--- config.mk ---
export PLATFORM = sky130hd
export DESIGN_NAME = inst_fetch_queue
export DESIGN_NICKNAME = d
export VERILOG_FILES = /design/src/rtl/fetch_pkg.sv /design/src/rtl/fq_storage.sv /design/src/rtl/inst_fetch_queue.sv
export SDC_FILE = /design/constraint.sdc
export NUM_CORES = 1
export LEC_CHECK = 0
export ABC_AREA = 1
export ABC_CLOCK_PERIOD_IN_PS = 7800
export CAP_MARGIN = 20
export CORE_MARGIN = 2
export CORE_UTILIZATION = 50
export DETAILED_ROUTE_END_ITERATION = 8
export PLACE_DENSITY = 0.74
export SYNTH_ARGS = -nofsm -noshare
export SYNTH_HDL_FRONTEND = slang
export SYNTH_SLANG_ARGS = --single-unit
--- constraint.sdc ---
create_clock -name CLOCK_IN -period 7.8 [get_ports CLOCK_IN]
set_clock_uncertainty 0.05 [all_clocks]
set_input_delay 1.56 -clock CLOCK_IN [delete_from_list [all_inputs] [get_ports CLOCK_IN]]
set_output_delay 1.56 -clock CLOCK_IN [all_outputs]
set_load 0.01 [all_outputs]
--- src/rtl/fetch_pkg.sv ---
// Shared types and constants for the instruction fetch queue.
// The queue entry pairs a fetched instruction word with the PC+4 of its fetch address.
package fetch_pkg;

  localparam int          FQ_DEPTH  = 4;
  localparam logic [31:0] NOP_INSTR = 32'h0000_0000;

  typedef struct packed {
    logic [31:0] instr;
    logic [31:0] pc_plus4;
  } fq_entry_t;

  // Instruction fetches are word aligned; the low two address bits are dropped.
  function automatic logic [31:0] word_align(input logic [31:0] addr);
    return {addr[31:2], 2'b00};
  endfunction

endpackage

--- src/rtl/fq_storage.sv ---
// Register array for the fetch queue.
// One synchronous write port and one asynchronous read port, both addressed by pointers.
module fq_storage
  import fetch_pkg::*;
#(
  parameter int DEPTH = FQ_DEPTH,
  parameter int PW    = $clog2(DEPTH)
) (
  input  logic            CLOCK_IN,
  input  logic            i_we,
  input  logic [PW-1:0]   i_waddr,
  input  fq_entry_t       i_wdata,
  input  logic [PW-1:0]   i_raddr,
  output fq_entry_t       o_rdata
);

  fq_entry_t r_mem [DEPTH];

  // No reset: entries are only observed through the occupancy-masked read path.
  always_ff @(posedge CLOCK_IN) begin
    if (i_we) begin
      r_mem[i_waddr] <= i_wdata;
    end
  end

  assign o_rdata = r_mem[i_raddr];

endmodule

--- src/rtl/inst_fetch_queue.sv ---
// Fetch front-end: owns the fetch PC, drives instruction-memory address and buffers
// {instruction, PC+4} pairs in a small FIFO consumed by the decode stage.
module inst_fetch_queue
  import fetch_pkg::*;
#(
  parameter int          DEPTH    = FQ_DEPTH,
  parameter logic [31:0] RESET_PC = 32'h0000_0000
) (
  input  logic                       CLOCK_IN,
  input  logic                       RESET,
  output logic [31:0]                im_addr,
  input  logic [31:0]                im_data,
  input  logic                       stall,
  input  logic                       flush,
  input  logic [31:0]                flush_target,
  output logic                       id_valid,
  output logic [31:0]                id_instr,
  output logic [31:0]                id_pc_plus4,
  output logic [$clog2(DEPTH):0]     level
);

  localparam int PW = $clog2(DEPTH);
  localparam int LW = PW + 1;

  logic [31:0]   r_fetch_pc;
  logic [PW-1:0] r_rd_ptr;
  logic [PW-1:0] r_wr_ptr;
  logic [LW-1:0] r_count;

  logic          w_not_empty;
  logic          w_pop;
  logic          w_push;
  logic [31:0]   w_pc_plus4;
  fq_entry_t     w_wr_entry;
  fq_entry_t     w_head;

  // Handshake: id_valid is the producer's valid, ~stall is the consumer's ready;
  // the head entry is consumed on every cycle where both are high. Ready may
  // depend on same-cycle valid, and a full queue accepts a push when it also pops.
  assign w_not_empty = (r_count != '0);
  assign w_pop       = w_not_empty & ~stall;
  assign w_push      = ~flush & ((r_count < LW'(DEPTH)) | w_pop);
  assign w_pc_plus4  = r_fetch_pc + 32'd4;

  assign w_wr_entry.instr    = im_data;
  assign w_wr_entry.pc_plus4 = w_pc_plus4;

  fq_storage #(
    .DEPTH (DEPTH),
    .PW    (PW)
  ) u_storage (
    .CLOCK_IN (CLOCK_IN),
    .i_we     (w_push),
    .i_waddr  (r_wr_ptr),
    .i_wdata  (w_wr_entry),
    .i_raddr  (r_rd_ptr),
    .o_rdata  (w_head)
  );

  // Reset beats flush, and flush beats push/pop/stall.
  always_ff @(posedge CLOCK_IN) begin
    if (RESET) begin
      r_fetch_pc <= RESET_PC;
      r_rd_ptr   <= '0;
      r_wr_ptr   <= '0;
      r_count    <= '0;
    end else if (flush) begin
      r_fetch_pc <= word_align(flush_target);
      r_rd_ptr   <= '0;
      r_wr_ptr   <= '0;
      r_count    <= '0;
    end else begin
      if (w_push) begin
        r_fetch_pc <= w_pc_plus4;
        r_wr_ptr   <= r_wr_ptr + PW'(1);
      end
      if (w_pop) begin
        r_rd_ptr <= r_rd_ptr + PW'(1);
      end
      r_count <= r_count + LW'(w_push) - LW'(w_pop);
    end
  end

  assign im_addr     = r_fetch_pc;
  assign id_valid    = w_not_empty;
  assign id_instr    = w_not_empty ? w_head.instr    : NOP_INSTR;
  assign id_pc_plus4 = w_not_empty ? w_head.pc_plus4 : 32'h0;
  assign level       = r_count;

endmodule

==> results.yml <==
placement:
  gp_congestion: 0.8606
  dp_slack_ps: 2831
  dp_hpwl_microns: 16610
  portBuffers: 161
  dp_cells: 1586
die:
  die_y_microns: 160.3
  row_count: 57
  die-area_sq_um: 25690
  start_util_pct: 50.52
  coreArea_sq_um: 24180
  die_w_microns: 160.3
  top_level_ports: 168
pwr:
  power_density_nw_per_um2: 230.5
  leakage_nw: 5.239
  ir_drop_v: 0.0001392
clock_network:
  htreeDepth: 1
  cts_tree: "done"
  cts_sinks: 287
  clk-insertion-delay-late_ps: 530
  cts_root_buf: "clkbuf_16"
  post_cts_resized: 0
  ctsLongestPathBuffers: 3
  post_cts_buffers: 0
  cts_buffers: 29
  cts_hold_buffers: 0
  path_clk_slew_ps: 60
routing:
  drt_wl_total_microns: 27940
  drt_first_pass_iters: 5
  post_drt_wl_per_cell_microns: 17.04
  drtAntennaViolNets: 0
  drtIter0Drc: 631
  routed_via_density: 5.275
  drc: 0
  vias: 8651
grt:
  grt_pass1_vias: 8417
  grt_max_degree: 67
  grt_antenna_before_repair: 0
  grt-ovfl-total: 0
  groute.usage.overall_pct: 21.39
  grt_pass1_wl_microns: 43550
sta:
  fin_crit_sh_pct: 67.28
  setup_viol: 0
  relSlewSlack_pct: 30.66
  tns_ps: 0
  rsz0062_at_grt: "no"
  tightest_slew_ps: 1038
  finalHoldViolations: 0
  whs_ps: 428.2
  period_minus_slack_ps: 5248
  fmax_ghz: 0.1906
  worst_slack_ps: 2552
  slew_viol_final: 0
final_layout:
  drive_gt1_share_pct: 7.143
  antenna_cells: 0
  stdcell_count: 1640
  syn_to_final_growth_pct: 23.46
  nNetsFinal: 1370
  fillers: 1868
worst_setup_path:
  path_class: "reg -> out"
  worstSetupEndpointType: "output port"
  path_max_fanout: 66
  startpoint_type: "register"
  cpPeakStageDelay_ps: 740
  cp.arrival_ps: 3640
  path_cells: "inv_2 > buf_4 > o21ai_0 > a21oi_1 > clkdlybuf4s50_1"
  path_buf_inv: 3
  cp_top_family: "buffers and inverters"
  worstPathRequired_ps: 6190
  slowest_stage: "inv_2"
run_status:
  status: "finished clean"
run:
  maxCapViolations: 0
logic_synthesis:
  synth.yosys.warnings: 0
  synth_cell_types: 29
  synth_cells: 1147
  yosysSeqAreaShare_pct: 67.36
  synth_seq_cells: 287
  synth_area_sq_um: 12210
  synth_area_per_cell_sq_um: 10.65
worst_hold_path:
  min_path_type: "reg -> reg"
## layer usage
metal	vias to the layer above	GRT usage, %	share of wire, %	wire, microns
met5	-	0	0	0
met4	0	5.446	2.1	573
met3	44	3.254	5.8	1613
met2	281	37.68	48	13390
met1	4135	27.97	44	12370
li1	4191	-	-	-
## cell families after synthesis
kind of cell	count (synthesis)	synth area share, %
xor gates and xnor gates	17	1.649
and+or+nand+nor	463	15.49
AOI/OAI and AO/OA	246	10.47
DFF	287	67.36
buffers and inverters	125	4.118
other	1	0.03070
adders and majority gates	8	0.8809
## layout by cell type (no fill, tap or decap), types with 3 or more instances in the layout
| master | n |
|---|---|
| a31oi_1 | 8 |
| a21oi_1 | 87 |
| and2_1 | 6 |
| nor2_1 | 281 |
| xnor2_1 | 6 |
| bufinv_16 | 4 |
| clkinv_1 | 9 |
| conb_1 | 4 |
| a22o_1 | 8 |
| dfxtp_1 | 37 |
| nand2_1 | 133 |
| ha_1 | 7 |
| xor2_1 | 4 |
| buf_4 | 13 |
| inv_1 | 60 |
| nand2_2 | 5 |
| clkdlybuf4s50_1 | 161 |
| inv_2 | 3 |
| clkinv_2 | 3 |
| clkbuf_1 | 3 |
| xor2_2 | 7 |
| nand3_1 | 17 |
| edfxtp_1 | 248 |
| nor2_4 | 14 |
| nor2_2 | 5 |
| clkbuf_16 | 29 |
| o21ai_0 | 141 |
## synthesized netlist by cell type
master    number  area (sq um)
nand2_1      133         499.2
ha_1           7         87.58
clkbuf_1      42         157.7
xor2_1         4         35.03
a311oi_1       1         8.760
buf_2         15         75.07
inv_2          3         11.26
a21oi_2        1         8.760
a22o_1         8         70.07
fa_1           1         20.02
xor2_2         7         113.9
nor2_2         4         25.02
and2_1         6         37.54
nor2_1       286          1074
a21oi_1       87         435.4
a31oi_1        8         50.05
nand2_4        1         11.26
inv_1         60         225.2
edfxtp_1     248          7447
xnor2_1        6         52.55
nand3_1       17         85.08
nor3_4         1         16.27
buf_4          4         30.03
dfxtp_1       39         780.8
conb_1         1         3.750
buf_1          1         3.750
o21ai_0      141         705.7
nand2_2        5         31.28
nor2_4        10         112.6
## where the power goes
part | internal (W) | total (W) | switching [W]
registers | 0.00173 | 0.00176 | 0.0000302
clock network | 0.000813 | 0.00138 | 0.000563
logic | 0.000152 | 0.000344 | 0.000192
total | 0.00269 | 0.00348 | 0.000785
## path summary, 6_finish.rpt
path | from | endpoint | slack (ps) | cells past startpoint
max | register | id_pc_plus4[14] | 2550 | 5
min | r_rd_ptr[0]$_SDFFE_PP0P_ | r_rd_ptr[0]$_SDFFE_PP0P_ | 430 | 1
max reg2reg | level[2]$_SDFF_PP0_ | u_storage.r_mem[1][15]$_DFFE_PP_ | 4680 | 7
min reg2reg | r_rd_ptr[0]$_SDFFE_PP0P_ | r_rd_ptr[0]$_SDFFE_PP0P_ | 430 | 1
## flip-flops by register name, summed over array words and instances (netlist names), named ones only
| signal | flops |
|---|---|
| im_addr | 30 |
| r_rd_ptr | 2 |
| level | 3 |
| r_wr_ptr | 2 |
| u_storage.r_mem | 248 |
## worst register-to-register path, stage by stage (launching register included)
cell and delay [ps]:
dfxtp_1 370, nand2_2 140, inv_1 70, nor2_2 70, buf_4 320, inv_1 290
nor2_4 830, buf_4 610
## through the flow
| step | power [W] | instance area [sq um] | utilization, % |
|---|---|---|---|
| 2_1_floorplan | 0.001950 | 12230 | - |
| 3_3_place_gp | 0.002126 | 14110 | 58.37 |
| 3_5_place_dp | 0.002134 | 14110 | 58.37 |
| 4_1_cts | 0.003496 | 15060 | 62.29 |
| 5_1_grt | 0.003595 | 15080 | 62.37 |
| 6_report | 0.003476 | 15080 | 62.37 |
## cell type report
type                    count  area (sq um)  area share, %
flip-flops and latches    287          8233          54.60
multi-input cells         738          3527          23.39
repair buffers            175          1729          11.47
clock buffers              32         737.0          4.887
well taps                 324         405.4          2.688
inverters                  63         236.5          1.568
clock inverters            21         211.5          1.402
Note: power is estimated with default switching activity, not from simulation.
